`src/rtl/matrix_serial_mul2x2.sv`:
```
// Purpose: streaming 2x2 matrix multiply R = A*B. Elements arrive one per accepted
//          transfer (A00,A01,A10,A11,B00,B01,B10,B11), results leave as R00,R01,R10,R11.
//          Arithmetic wraps modulo 2^EW; one multiply-accumulate per compute cycle.
// Ports:   clk/rst (async active-high); in_valid/in_data/in_ready operand stream;
//          out_valid/out_data/out_ready result stream; busy (COMPUTE or OUTPUT);
//          done (one-cycle pulse after the last result transfer).
// Latency: 8 accepts, then 8 compute cycles, then 4 result transfers (20 cycles best case).
module matrix_serial_mul2x2 #(
  parameter int EW = 8
) (
  input  logic          clk,
  input  logic          rst,
  input  logic          in_valid,
  input  logic [EW-1:0] in_data,
  output logic          in_ready,
  output logic          out_valid,
  output logic [EW-1:0] out_data,
  input  logic          out_ready,
  output logic          busy,
  output logic          done
);

  typedef enum logic [1:0] {LOAD, COMPUTE, OUTPUT} state_t;

  state_t        state_q, state_d;
  logic [2:0]    load_cnt_q, load_cnt_d;
  logic [2:0]    step_q, step_d;
  logic [1:0]    out_idx_q, out_idx_d;
  logic [EW-1:0] acc_q, acc_d;
  logic          done_q, done_d;
  logic [EW-1:0] a_q [4];
  logic [EW-1:0] a_d [4];
  logic [EW-1:0] b_q [4];
  logic [EW-1:0] b_d [4];
  logic [EW-1:0] r_q [4];
  logic [EW-1:0] r_d [4];

  // Step decode: i = s[2], j = s[1], k = s[0]. Matrices stored row-major, index {row,col}.
  logic [1:0]    a_idx, b_idx, r_idx;
  logic [EW-1:0] prod, sum;

  assign a_idx = {step_q[2], step_q[0]};
  assign b_idx = {step_q[0], step_q[1]};
  assign r_idx = {step_q[2], step_q[1]};
  // Both operands and the result are EW bits wide, so the product and sum wrap mod 2^EW.
  assign prod  = a_q[a_idx] * b_q[b_idx];
  assign sum   = (step_q[0] ? acc_q : '0) + prod;

  assign in_ready  = (state_q == LOAD);
  assign out_valid = (state_q == OUTPUT);
  assign busy      = (state_q != LOAD);
  assign done      = done_q;
  assign out_data  = out_valid ? r_q[out_idx_q] : '0;

  always_comb begin
    state_d    = state_q;
    load_cnt_d = load_cnt_q;
    step_d     = step_q;
    out_idx_d  = out_idx_q;
    acc_d      = acc_q;
    done_d     = 1'b0;
    a_d        = a_q;
    b_d        = b_q;
    r_d        = r_q;

    unique case (state_q)
      LOAD: begin
        if (in_valid) begin
          // Counter values 0..3 address A, 4..7 address B.
          if (load_cnt_q[2]) b_d[load_cnt_q[1:0]] = in_data;
          else               a_d[load_cnt_q[1:0]] = in_data;
          load_cnt_d = load_cnt_q + 3'd1;
          if (load_cnt_q == 3'd7) begin
            state_d = COMPUTE;
            step_d  = 3'd0;
          end
        end
      end
      COMPUTE: begin
        acc_d  = sum;
        if (step_q[0]) r_d[r_idx] = sum;
        step_d = step_q + 3'd1;
        if (step_q == 3'd7) begin
          state_d   = OUTPUT;
          out_idx_d = 2'd0;
        end
      end
      OUTPUT: begin
        if (out_ready) begin
          out_idx_d = out_idx_q + 2'd1;
          if (out_idx_q == 2'd3) begin
            state_d    = LOAD;
            done_d     = 1'b1;
            load_cnt_d = 3'd0;
          end
        end
      end
      default: state_d = LOAD;
    endcase
  end

  always_ff @(posedge clk or posedge rst) begin
    if (rst) begin
      state_q    <= LOAD;
      load_cnt_q <= '0;
      step_q     <= '0;
      out_idx_q  <= '0;
      acc_q      <= '0;
      done_q     <= 1'b0;
      for (int n = 0; n < 4; n++) begin
        a_q[n] <= '0;
        b_q[n] <= '0;
        r_q[n] <= '0;
      end
    end else begin
      state_q    <= state_d;
      load_cnt_q <= load_cnt_d;
      step_q     <= step_d;
      out_idx_q  <= out_idx_d;
      acc_q      <= acc_d;
      done_q     <= done_d;
      a_q        <= a_d;
      b_q        <= b_d;
      r_q        <= r_d;
    end
  end

endmodule

```
`config.mk`:
```
export PLATFORM = sky130hd
export DESIGN_NAME = matrix_serial_mul2x2
export DESIGN_NICKNAME = d
export VERILOG_FILES = /design/src/rtl/matrix_serial_mul2x2.sv
export SDC_FILE = /design/constraint.sdc
export NUM_CORES = 1
export LEC_CHECK = 0
export ABC_AREA = 1
export CAP_MARGIN = 20
export CORE_ASPECT_RATIO = 0.75
export CORE_UTILIZATION = 50
export CTS_CLUSTER_DIAMETER = 100
export CTS_CLUSTER_SIZE = 30
export DETAILED_ROUTE_END_ITERATION = 16
export GPL_TIMING_DRIVEN = 0
export PLACE_DENSITY = 0.67
export SLEW_MARGIN = 20
export SYNTH_ARGS = -nofsm -noshare
export SYNTH_HDL_FRONTEND = slang
export SYNTH_SLANG_ARGS = --single-unit
export TNS_END_PERCENT = 5
```
`constraint.sdc`:
```
create_clock -name clk -period 7.33 [get_ports clk]
set_clock_uncertainty 0.05 [all_clocks]
set_input_delay 1.466 -clock clk [delete_from_list [all_inputs] [get_ports clk]]
set_output_delay 1.466 -clock clk [all_outputs]
set_load 0.1 [all_outputs]
```
==> results.txt <==
clock slew at reported path FFs -> 0.05 ns
most frequent cell after synthesis -> nand2_1
worst r2r path cells -> 27
Max Fclk -> 0.188 GHz
via/cell ratio -> 5.36
placed cell count -> 1055
antenna-violating nets left -> 0
sequential-to-total area share from yosys stat -> 0.429
Initial Utilization -> 0.515
Sink Count -> 115
largest net degree at the start of global routing -> 64
post-cts resize count -> 0
num ports -> 24
PortBufs -> 23
Crit path max-delay family -> adder cells
# Post-CTS Setup Buffers -> 0
first-pass GRT wire length -> 27.9 mm
Worst Hold Margin -> 0.422 ns
Setup Crit Path Kind -> register to register
Reg2Reg Setup Slack -> 2.00 ns
Core Util, Final -> 0.602
slowest stage cell, crit path -> dfrtp_1
area grow syn2layout -> 16.8%
Most common cell on crit path -> nand2_1
hold_buf cts -> 0
period utilization -> 0.726
HP Class -> register to register
register area -> 2880 um2
top cell type's share of synthesized area -> 0.429
CTS max path bufs -> 2
Period minus WS final -> 5.33 ns
Wirelength per Cell -> 15.8 um
Die W -> 136 um
Layout fillers -> 1134
placer congestion estimate -> 0.885
iteration-0 DRC count of the detailed router -> 493
Final Max Tran Viols -> 0
Netlist cell types -> 37
Ys Warns -> 0
Worst slew margin -> 0.348
top post-synthesis cells by count -> nand2_1, inv_1, dfrtp_1
Area contributors post-synth -> dfrtp_1, nand2_1, inv_1, o21ai_0, fa_1
DR vias -> 5822
Finished Layout Cells -> 1087
Final Hold Fails -> 0
maxcap violations -> 0
GRT overflow -> 0
Worst setup EP type -> register
Total GRT Usage -> 0.272
Crit Path Max Fanout -> 10
largest area contributor in the netlist -> dfrtp_1
outcome -> complete, no violations
CP max stage delay -> 0.58 ns
WP data required -> 7.59 ns
post-synth net total -> 915
clk_lat worst skew -> 0.43 ns
cell count after synthesis -> 860
Async SR Flop Fraction -> 1.00
worst-margin pin slew -> 0.975 ns
Placeable Area -> 13000 um2
top_reg_cell synth -> dfrtp_1
first drt pass iteration count -> 5
Final setup viols -> 0
vias in the first global route -> 5458
layout cells sized above 1 -> 0.0950
reg2reg end -> r_q[15]
CP Launch Type -> register
Total Die Area -> 13900 um2
number of synthesized register bits -> 115
crit path DAT -> 5.59 ns
CTS Root Cell -> clkbuf_16
Mapped Avg Cell Area -> 7.80 um2
Mapped Area -> 6710 um2
hold endpoint -> r_q[27]
DIE HEIGHT -> 102 um
fin nets -> 958
DP HPWL -> 12.7 mm
antenna violations before repair -> 0
footprint of the multi-input gates -> 3160 um2
unrepaired setup endpoints after global routing -> no
# diodes -> 0
CTS tree -> built
TNS Setup -> 0 ns
TritonCTS Buffers -> 17
number of flops mapped to enable cells by yosys -> 0
CTS H-Tree Depth -> 4
reg-to-reg startpoint -> step_q[0]
DRT Wirelength -> 17.1 mm
crit path buf inv count -> 9
Hold Crit Depth -> 2
Hold Path Origin -> r_q[27]
# rows -> 36
# DRC -> 0
[metrics by stage]
stage | worst slack, ns | instance area (um2)
after floorplan | 2.18 | 6710
after global placement | 1.24 | 7150
after detailed placement | 2.01 | 7180
after CTS | 2.00 | 7840
after global routing | 1.69 | 7840
final | 2.00 | 7840
[how the worst max path moves through the flow]
stage | slack [ns] | cells past startpoint | end | from
after floorplan | 2.18 | 5 | out_data[0] | state_q[1]
after global placement | 1.24 | 2 | a_q[17] | rst
after detailed placement | 2.01 | 27 | r_q[15] | step_q[0]
after CTS | 2.00 | 27 | r_q[15] | step_q[0]
after global routing | 1.69 | 27 | r_q[15] | step_q[0]
final | 2.00 | 27 | r_q[15] | step_q[0]
[state kept, by name, summed over array words and instances, names as in the netlist]
| signal | cells |
|---|---|
| r_q | 32 |
| done | 1 |
| step_q | 3 |
| acc_q | 8 |
| b_q | 32 |
| state_q | 2 |
| a_q | 32 |
| load_cnt_q | 3 |
| out_idx_q | 2 |
[logic make-up (layout without fill, tap and decap cells)]
family / after synthesis / count (layout) / synth area share
AND/OR/NAND/NOR: 398 / 398 / 0.249
adder cells (fa/ha/maj): 43 / 43 / 0.100
AO/OA/AOI/OAI: 139 / 139 / 0.115
buffers and inverters: 160 / 216 / 0.100
XOR/XNOR: 5 / 5 / 0.00653
flip-flops: 115 / 115 / 0.429
[cell type report]
cell class,count,share of cell area
Inverter,130,0.0629
Clock inverter,10,0.0227
Tap cell,171,0.0273
Buffer,30,0.0233
Clock buffer,22,0.0605
Multi-Input combinational cell,585,0.403
Timing Repair Buffer,24,0.0329
Sequential cell,115,0.367
[worst min-delay path, stage by stage (launching register included)]
cell and delay, ns:
dfrtp_1 0.34, nand2_1 0.05, nand2_1 0.05
[metal layers]
layer | global-route usage | vias to the layer above | part of all wire
met5 | 0 | - | 0
met3 | 0.0630 | 25 | 0.080
met1 | 0.391 | 2826 | 0.47
met4 | 0.0994 | 0 | 0.017
li1 | - | 2771 | -
met2 | 0.400 | 200 | 0.43
[cell usage in the layout (no fill, tap or decap), types with 2 or more instances in the layout]
cell,count
fa_1,18
clkbuf_8,3
ha_1,25
buf_4,2
nand3_1,38
buf_2,11
clkbuf_16,17
o21ai_1,2
dfrtp_1,115
inv_1,120
inv_2,7
nand2_2,15
nor3_4,2
o211ai_1,4
nor3_1,2
o21a_1,19
clkinv_1,2
a211oi_1,2
nor2_1,35
nand3_2,7
clkinv_2,4
xnor2_1,4
clkbuf_1,12
buf_6,6
clkdlybuf4s50_1,23
a21oi_1,20
o21ai_0,87
nand2_1,293
bufinv_16,5
Power is left out: the tool's default activity adds up to more than one toggle a clock period on the data nets, which glitch-free logic cannot reach.
